--- config.mk ---
export PLATFORM = sky130hd
export DESIGN_NAME = func_sel_sync_mux_flat
export DESIGN_NICKNAME = d
export VERILOG_FILES = /design/src/rtl/func_sel_sync_mux_if.sv /design/src/rtl/func_sel_sync_mux.sv /design/src/flat_wrapper.sv
export SDC_FILE = /design/constraint.sdc
export NUM_CORES = 1
export LEC_CHECK = 0
export ABC_AREA = 0
export ABC_CLOCK_PERIOD_IN_PS = 3500
export BUFFER_PORTS_ARGS = -buffer_cell sky130_fd_sc_hd__buf_2
export CAP_MARGIN = 20
export CORE_ASPECT_RATIO = 1.2
export CORE_MARGIN = 4
export CORE_UTILIZATION = 40
export DETAILED_ROUTE_END_ITERATION = 8
export SLEW_MARGIN = 20
export SYNTH_ARGS = -nofsm -noshare
export SYNTH_HDL_FRONTEND = slang
export SYNTH_SLANG_ARGS = --single-unit
--- constraint.sdc ---
create_clock -name xclk -period 3.5 [get_ports xclk]
set_input_delay 0.525 -clock xclk [delete_from_list [all_inputs] [get_ports xclk]]
set_output_delay 0.525 -clock xclk [all_outputs]
set_load 0.005 [all_outputs]
--- src/rtl/func_sel_sync_mux_if.sv ---
// rtl/func_sel_sync_mux_if.sv - write/readback bus of the DO function mux
//   wr_en      master->slave  one-cycle write strobe
//   wr_ch      master->slave  channel addressed by the write
//   wr_func    master->slave  new function code
//   wr_level   master->slave  new level bit (used by code 0)
//   rd_ch      master->slave  readback channel select
//   rd_func    slave->master  active function of rd_ch
//   rd_pending slave->master  rd_ch has a pending change
interface func_sel_sync_mux_if #(
  parameter int N_CH  = 4,
  parameter int SEL_W = 4
);
  localparam int CH_W = (N_CH > 1) ? $clog2(N_CH) : 1;

  logic             wr_en;
  logic [CH_W-1:0]  wr_ch;
  logic [SEL_W-1:0] wr_func;
  logic             wr_level;
  logic [CH_W-1:0]  rd_ch;
  logic [SEL_W-1:0] rd_func;
  logic             rd_pending;

  modport master (
    output wr_en, wr_ch, wr_func, wr_level, rd_ch,
    input  rd_func, rd_pending
  );

  modport slave (
    input  wr_en, wr_ch, wr_func, wr_level, rd_ch,
    output rd_func, rd_pending
  );
endinterface

--- src/rtl/func_sel_sync_mux.sv ---
// rtl/func_sel_sync_mux.sv - clocked glitch-free per-channel function mux for digital outputs
//   xclk                 in   system clock, rising edge
//   reset                in   synchronous, active-high
//   bus                  slave  write port (wr_*) and readback port (rd_*)
//   function_signals_in  in   N_SRC async function sources
//   selected_out         out  N_CH registered channel outputs
//   switch_pending       out  N_CH per-channel pending flag
module func_sel_sync_mux #(
  parameter int N_CH           = 4,
  parameter int N_SRC          = 10,
  parameter int SEL_W          = 4,
  parameter int SYNC_STAGES    = 2,
  parameter int SWITCH_TIMEOUT = 255
) (
  input  logic                xclk,
  input  logic                reset,
  func_sel_sync_mux_if.slave  bus,
  input  logic [N_SRC-1:0]    function_signals_in,
  output logic [N_CH-1:0]     selected_out,
  output logic [N_CH-1:0]     switch_pending
);

  localparam int CH_W  = (N_CH > 1) ? $clog2(N_CH) : 1;
  localparam int CNT_W = $clog2(SWITCH_TIMEOUT + 1);
  localparam logic [CNT_W-1:0] CNT_LAST = CNT_W'(SWITCH_TIMEOUT - 1);

  typedef enum logic {
    ST_ACTIVE  = 1'b0,
    ST_PENDING = 1'b1
  } state_t;

  state_t           state_q   [N_CH];
  state_t           state_d   [N_CH];
  logic [SEL_W-1:0] active_q  [N_CH];
  logic [SEL_W-1:0] active_d  [N_CH];
  logic [SEL_W-1:0] pending_q [N_CH];
  logic [SEL_W-1:0] pending_d [N_CH];
  logic [CNT_W-1:0] cnt_q     [N_CH];
  logic [CNT_W-1:0] cnt_d     [N_CH];
  logic [N_CH-1:0]  level_q;
  logic [N_CH-1:0]  level_d;
  logic [N_CH-1:0]  out_d;
  logic [N_CH-1:0]  wr_hit;

  logic [N_SRC-1:0] sync_q [SYNC_STAGES];
  logic [N_SRC-1:0] sig_s;

  assign sig_s = sync_q[SYNC_STAGES-1];

  // code 0 = level bit, 1..N_SRC = synchronised source, anything above drives 0
  function automatic logic sel_src(input logic [SEL_W-1:0] code,
                                   input logic             lvl,
                                   input logic [N_SRC-1:0] sig);
    logic r;
    r = 1'b0;
    if (code == '0) begin
      r = lvl;
    end else begin
      for (int i = 0; i < N_SRC; i++) begin
        if (int'(code) == i + 1) r = sig[i];
      end
    end
    return r;
  endfunction

  // Out-of-range wr_ch never matches any channel index, so such writes fall away.
  always_comb begin
    wr_hit = '0;
    for (int c = 0; c < N_CH; c++) begin
      wr_hit[c] = bus.wr_en && ({1'b0, bus.wr_ch} == (CH_W + 1)'(c));
    end
  end

  always_comb begin
    level_d = level_q;
    out_d   = '0;
    for (int c = 0; c < N_CH; c++) begin
      state_d[c]   = state_q[c];
      active_d[c]  = active_q[c];
      pending_d[c] = pending_q[c];
      cnt_d[c]     = cnt_q[c];
      out_d[c]     = sel_src(active_q[c], level_q[c], sig_s);

      if (wr_hit[c]) begin
        // a write always wins over a same-cycle match or timeout
        level_d[c] = bus.wr_level;
        if (bus.wr_func == active_q[c]) begin
          state_d[c] = ST_ACTIVE;
        end else begin
          pending_d[c] = bus.wr_func;
          state_d[c]   = ST_PENDING;
          cnt_d[c]     = '0;
        end
      end else if (state_q[c] == ST_PENDING) begin
        // switch only when the new source already equals what the pad shows,
        // unless the wait has run out
        if ((sel_src(pending_q[c], level_q[c], sig_s) == selected_out[c]) ||
            (cnt_q[c] == CNT_LAST)) begin
          active_d[c] = pending_q[c];
          state_d[c]  = ST_ACTIVE;
          cnt_d[c]    = '0;
        end else begin
          cnt_d[c] = cnt_q[c] + CNT_W'(1);
        end
      end
    end
  end

  always_ff @(posedge xclk) begin
    if (reset) begin
      for (int s = 0; s < SYNC_STAGES; s++) sync_q[s] <= '0;
      for (int c = 0; c < N_CH; c++) begin
        state_q[c]   <= ST_ACTIVE;
        active_q[c]  <= '0;
        pending_q[c] <= '0;
        cnt_q[c]     <= '0;
      end
      level_q      <= '0;
      selected_out <= '0;
    end else begin
      sync_q[0] <= function_signals_in;
      for (int s = 1; s < SYNC_STAGES; s++) sync_q[s] <= sync_q[s-1];
      for (int c = 0; c < N_CH; c++) begin
        state_q[c]   <= state_d[c];
        active_q[c]  <= active_d[c];
        pending_q[c] <= pending_d[c];
        cnt_q[c]     <= cnt_d[c];
      end
      level_q      <= level_d;
      selected_out <= out_d;
    end
  end

  always_comb begin
    switch_pending = '0;
    for (int c = 0; c < N_CH; c++) begin
      switch_pending[c] = (state_q[c] == ST_PENDING);
    end
  end

  always_comb begin
    bus.rd_func    = '0;
    bus.rd_pending = 1'b0;
    for (int c = 0; c < N_CH; c++) begin
      if ({1'b0, bus.rd_ch} == (CH_W + 1)'(c)) begin
        bus.rd_func    = active_q[c];
        bus.rd_pending = (state_q[c] == ST_PENDING);
      end
    end
  end

endmodule

--- src/flat_wrapper.sv ---
// flat-port wrapper written by rule: the top's interface ports become plain ports
module func_sel_sync_mux_flat 
#(
  parameter int N_CH           = 4,
  parameter int N_SRC          = 10,
  parameter int SEL_W          = 4,
  parameter int SYNC_STAGES    = 2,
  parameter int SWITCH_TIMEOUT = 255
)
  (xclk, reset, function_signals_in, selected_out, switch_pending, bus_wr_en, bus_wr_ch, bus_wr_func, bus_wr_level, bus_rd_ch, bus_rd_func, bus_rd_pending);
  func_sel_sync_mux_if #(.N_CH(N_CH), .SEL_W(SEL_W)) bus_i ();
  input  logic xclk;
  input  logic reset;
  input  logic [N_SRC-1:0] function_signals_in;
  output logic [N_CH-1:0] selected_out;
  output logic [N_CH-1:0] switch_pending;
  input wire logic [$bits(bus_i.wr_en)-1:0] bus_wr_en;
  input wire logic [$bits(bus_i.wr_ch)-1:0] bus_wr_ch;
  input wire logic [$bits(bus_i.wr_func)-1:0] bus_wr_func;
  input wire logic [$bits(bus_i.wr_level)-1:0] bus_wr_level;
  input wire logic [$bits(bus_i.rd_ch)-1:0] bus_rd_ch;
  output wire logic [$bits(bus_i.rd_func)-1:0] bus_rd_func;
  output wire logic [$bits(bus_i.rd_pending)-1:0] bus_rd_pending;
  assign bus_i.wr_en = bus_wr_en;
  assign bus_i.wr_ch = bus_wr_ch;
  assign bus_i.wr_func = bus_wr_func;
  assign bus_i.wr_level = bus_wr_level;
  assign bus_i.rd_ch = bus_rd_ch;
  assign bus_rd_func = bus_i.rd_func;
  assign bus_rd_pending = bus_i.rd_pending;
  func_sel_sync_mux #(.N_CH(N_CH), .N_SRC(N_SRC), .SEL_W(SEL_W), .SYNC_STAGES(SYNC_STAGES), .SWITCH_TIMEOUT(SWITCH_TIMEOUT)) u_core (.xclk(xclk), .reset(reset), .bus(bus_i), .function_signals_in(function_signals_in), .selected_out(selected_out), .switch_pending(switch_pending));
endmodule
==> run_results.csv <==
group,metric,value,unit
clocking,post_cts_resized,0,
grt,antenna_found_initial,0,
logic_synthesis,ys_seq_elements,96,
power,p_per_area,406,nW/um^2
outcome,outcome,"complete, no violations",
run,maxCapViolCount,0,
detailed_routing,wl,12.5,mm
clocking,htree_levels,3,
logic_synthesis,ys_warn_count,0,
layout,fill_cells,1264,
timing,period_share,70.9,%
layout,layout.nets,626,
timing,rsz0062_at_grt,"false",
timing,setup_tns,0,ns
detailed_routing,vias,4329,
grt,grt_pass1_vias,4216,
floorplan,start_util,41.1,%
clocking,clock-root-buffer,"clkbuf_16",
timing,clock.fmax,403,MHz
timing,period_needed,2.48,ns
floorplan,die_x,112,um
logic_synthesis,syn_avg_cell_area,8.93,um^2
layout,final_cell_mix,"dfxtp_1 (96), nor2_1 (57), nand2_1 (48)",
clocking,tritoncts,"yes",
floorplan,core-area,12700,um^2
placed_design,place.gp.congestion,0.805,
clocking,clk_pin_slew,0.07,ns
detailed_routing,drc,0,
layout,utilization,45.1,%
layout,antennaDiodeCount,0,
logic_synthesis,synth-edff-count,0,
timing,max-slew-margin-rel,43.6,%
logic_synthesis,synthCells,585,
grt,grt_first_pass_wirelength,20.7,mm
logic_synthesis,ys_async_sr_fraction,0,%
timing,hold_violations,0,
logic_synthesis,ys_seq_area_share,36.8,%
detailed_routing,post_drt_wl_per_cell,16.4,um
logic_synthesis,synth-main-ff-cell,"dfxtp_1",
grt,grt_use_total,16.8,%
floorplan,num_io_pins,35,
power,ir_worst_vdd,0.000186,V
clocking,clock_latency,0.35,ns
clocking,clk_path_buf_depth,2,
detailed_routing,viasPerCell,5.66,
grt,grt_max_degree,52,
floorplan,die_h,133,um
logic_synthesis,syn_nets,615,
worst_setup_path,cp_max_fo,11,
layout,drive_above_1_share,14.1,%
clocking,cts.sinks,96,
timing,tightest_slew,0.837,ns
detailed_routing,first_pass_iters,5,
worst_setup_path,crit_arrival,2.76,ns
clocking,cts_hold_buf,0,
timing,slew_violations,0,
detailed_routing,drt-initial-drc-count,407,
min_path,hp-class,"in2reg",
layout,final_common_cell,"dfxtp_1",
placed_design,portBuffers,34,
floorplan,dieArea,15000,um^2
logic_synthesis,synth_area,5230,um^2
floorplan,num_rows,45,
power,p_leak,2.16,nW
grt,grt_overflow,0,
clocking,cts_buffers,9,
logic_synthesis,yosysUniqueCellTypes,63,
clocking,postCtsSetupRepairBufs,0,
worst_setup_path,cp.required,3.78,ns
layout,syn_to_final_growth,9.87,%
worst_setup_path,endpoint_kind,"register",
placed_design,dp_hpwl,9.08,mm
timing,skew,0.00984,ns
worst_setup_path,startpoint_type,"register",
worst_setup_path,worstSetupPathType,"reg2reg",
detailed_routing,ant_nets,0,
timing,final-setup-viol-count,0,
## worst max-delay path: stages, from the launching register on
cell and delay, ns:
dfxtp_1 0.53, o21ba_1 0.21, nor3_2 0.18, o32ai_2 0.13
or3_1 0.37, a21oi_1 0.62, a41oi_1 0.21, a31oi_1 0.17
## final cells by class
type | instances | area [um^2] | share of cell area [%]
multi-input combinational | 431 | 3030 | 52.7
clock buffer | 10 | 229 | 3.99
inverter | 16 | 60.1 | 1.05
tap | 164 | 205 | 3.57
timing repair buffer | 42 | 230 | 4.01
sequential | 96 | 1920 | 33.5
clock inverter | 6 | 67.6 | 1.18
## registers in the layout, indices dropped and copies added, names as in the netlist
signal,cells
u_core.pending_q,16
u_core.level_q,4
u_core.cnt_q,32
u_core.state_q,4
u_core.sync_q,20
u_core.active_q,16
u_core.selected_out,4
## through the flow
step	instances	area [um^2]	total power [mW]	setup WS [ns]	hold WS (ns)
floorplan	585	5230	1.31	1.35	0.414
global placement	749	5440	1.36	1.14	0.421
detailed placement	749	5440	1.37	1.05	0.422
CTS	765	5740	2.35	1.03	0.379
global route	765	5740	2.42	0.772	0.395
finish	765	5740	2.33	1.02	0.381
## metal layers
layer | GRT usage, % | wire length [um] | vias up
met5 | 0 | 0 | -
met4 | 5.21 | 233 | 0
met3 | 3.41 | 604 | 22
met2 | 28.5 | 5960 | 110
met1 | 21.6 | 5730 | 2072
li1 | - | - | 2125
## logic make-up after synthesis
family | count (synthesis) | synth area share [%]
and+or+nand+nor | 223 | 22.0
xor gates and xnor gates | 23 | 3.86
muxes | 65 | 15.7
DFF | 96 | 36.8
buffers and inverters | 58 | 5.29
adders and majority gates | 8 | 1.92
AOI/OAI and AO/OA | 112 | 14.5
## cells in the mapped netlist, types with 3 or more instances
cell type  count  share of area, %
dfxtp_1       96                37
nor2_1        57               4.1
nand2_1       48               3.4
mux2i_1       47               9.0
a21oi_1       27               2.6
nor2b_1       27               3.2
clkbuf_1      26               1.9
nand3_1       23               2.2
a31oi_1       22               2.6
inv_1         16               1.1
xnor2_1       15               2.5
o21ai_0       14               1.3
mux4_2        13               5.6
and3_1         8              0.96
buf_2          8              0.77
ha_1           8               1.9
nand3b_1       8               1.1
nor3_1         8              0.77
or3_1          8              0.96
xor2_1         8               1.3
a21o_1         7               1.0
o31ai_1        7               1.0
nand2b_1       6              0.72
or4_1          6              0.86
a41oi_1        5              0.84
a211oi_1       4              0.57
and2_1         4              0.48
mux2_2         4              0.86
nor4_1         4              0.48
nor3b_1        3              0.43
o21ai_1        3              0.29
## final timing paths
path                                              from              endpoint  slack (ns)  cells past startpoint
worst max-delay path              u_core.sync_q[0][13]    u_core.cnt_q[1][7]        1.02                      7
worst min-delay path            function_signals_in[2]   u_core.sync_q[0][2]        0.38                      2
worst max register to register    u_core.sync_q[0][13]    u_core.cnt_q[1][7]        1.02                      7
worst min register to register     u_core.sync_q[0][6]  u_core.sync_q[0][16]        0.44                      1
## power by group
group          total [mW]  switching, mW  internal (mW)
clock               0.991          0.434          0.557
sequential           1.15         0.0328           1.11
combinational       0.195          0.110         0.0852
total                2.33          0.576           1.76
Note: power is estimated with default switching activity, not from simulation.
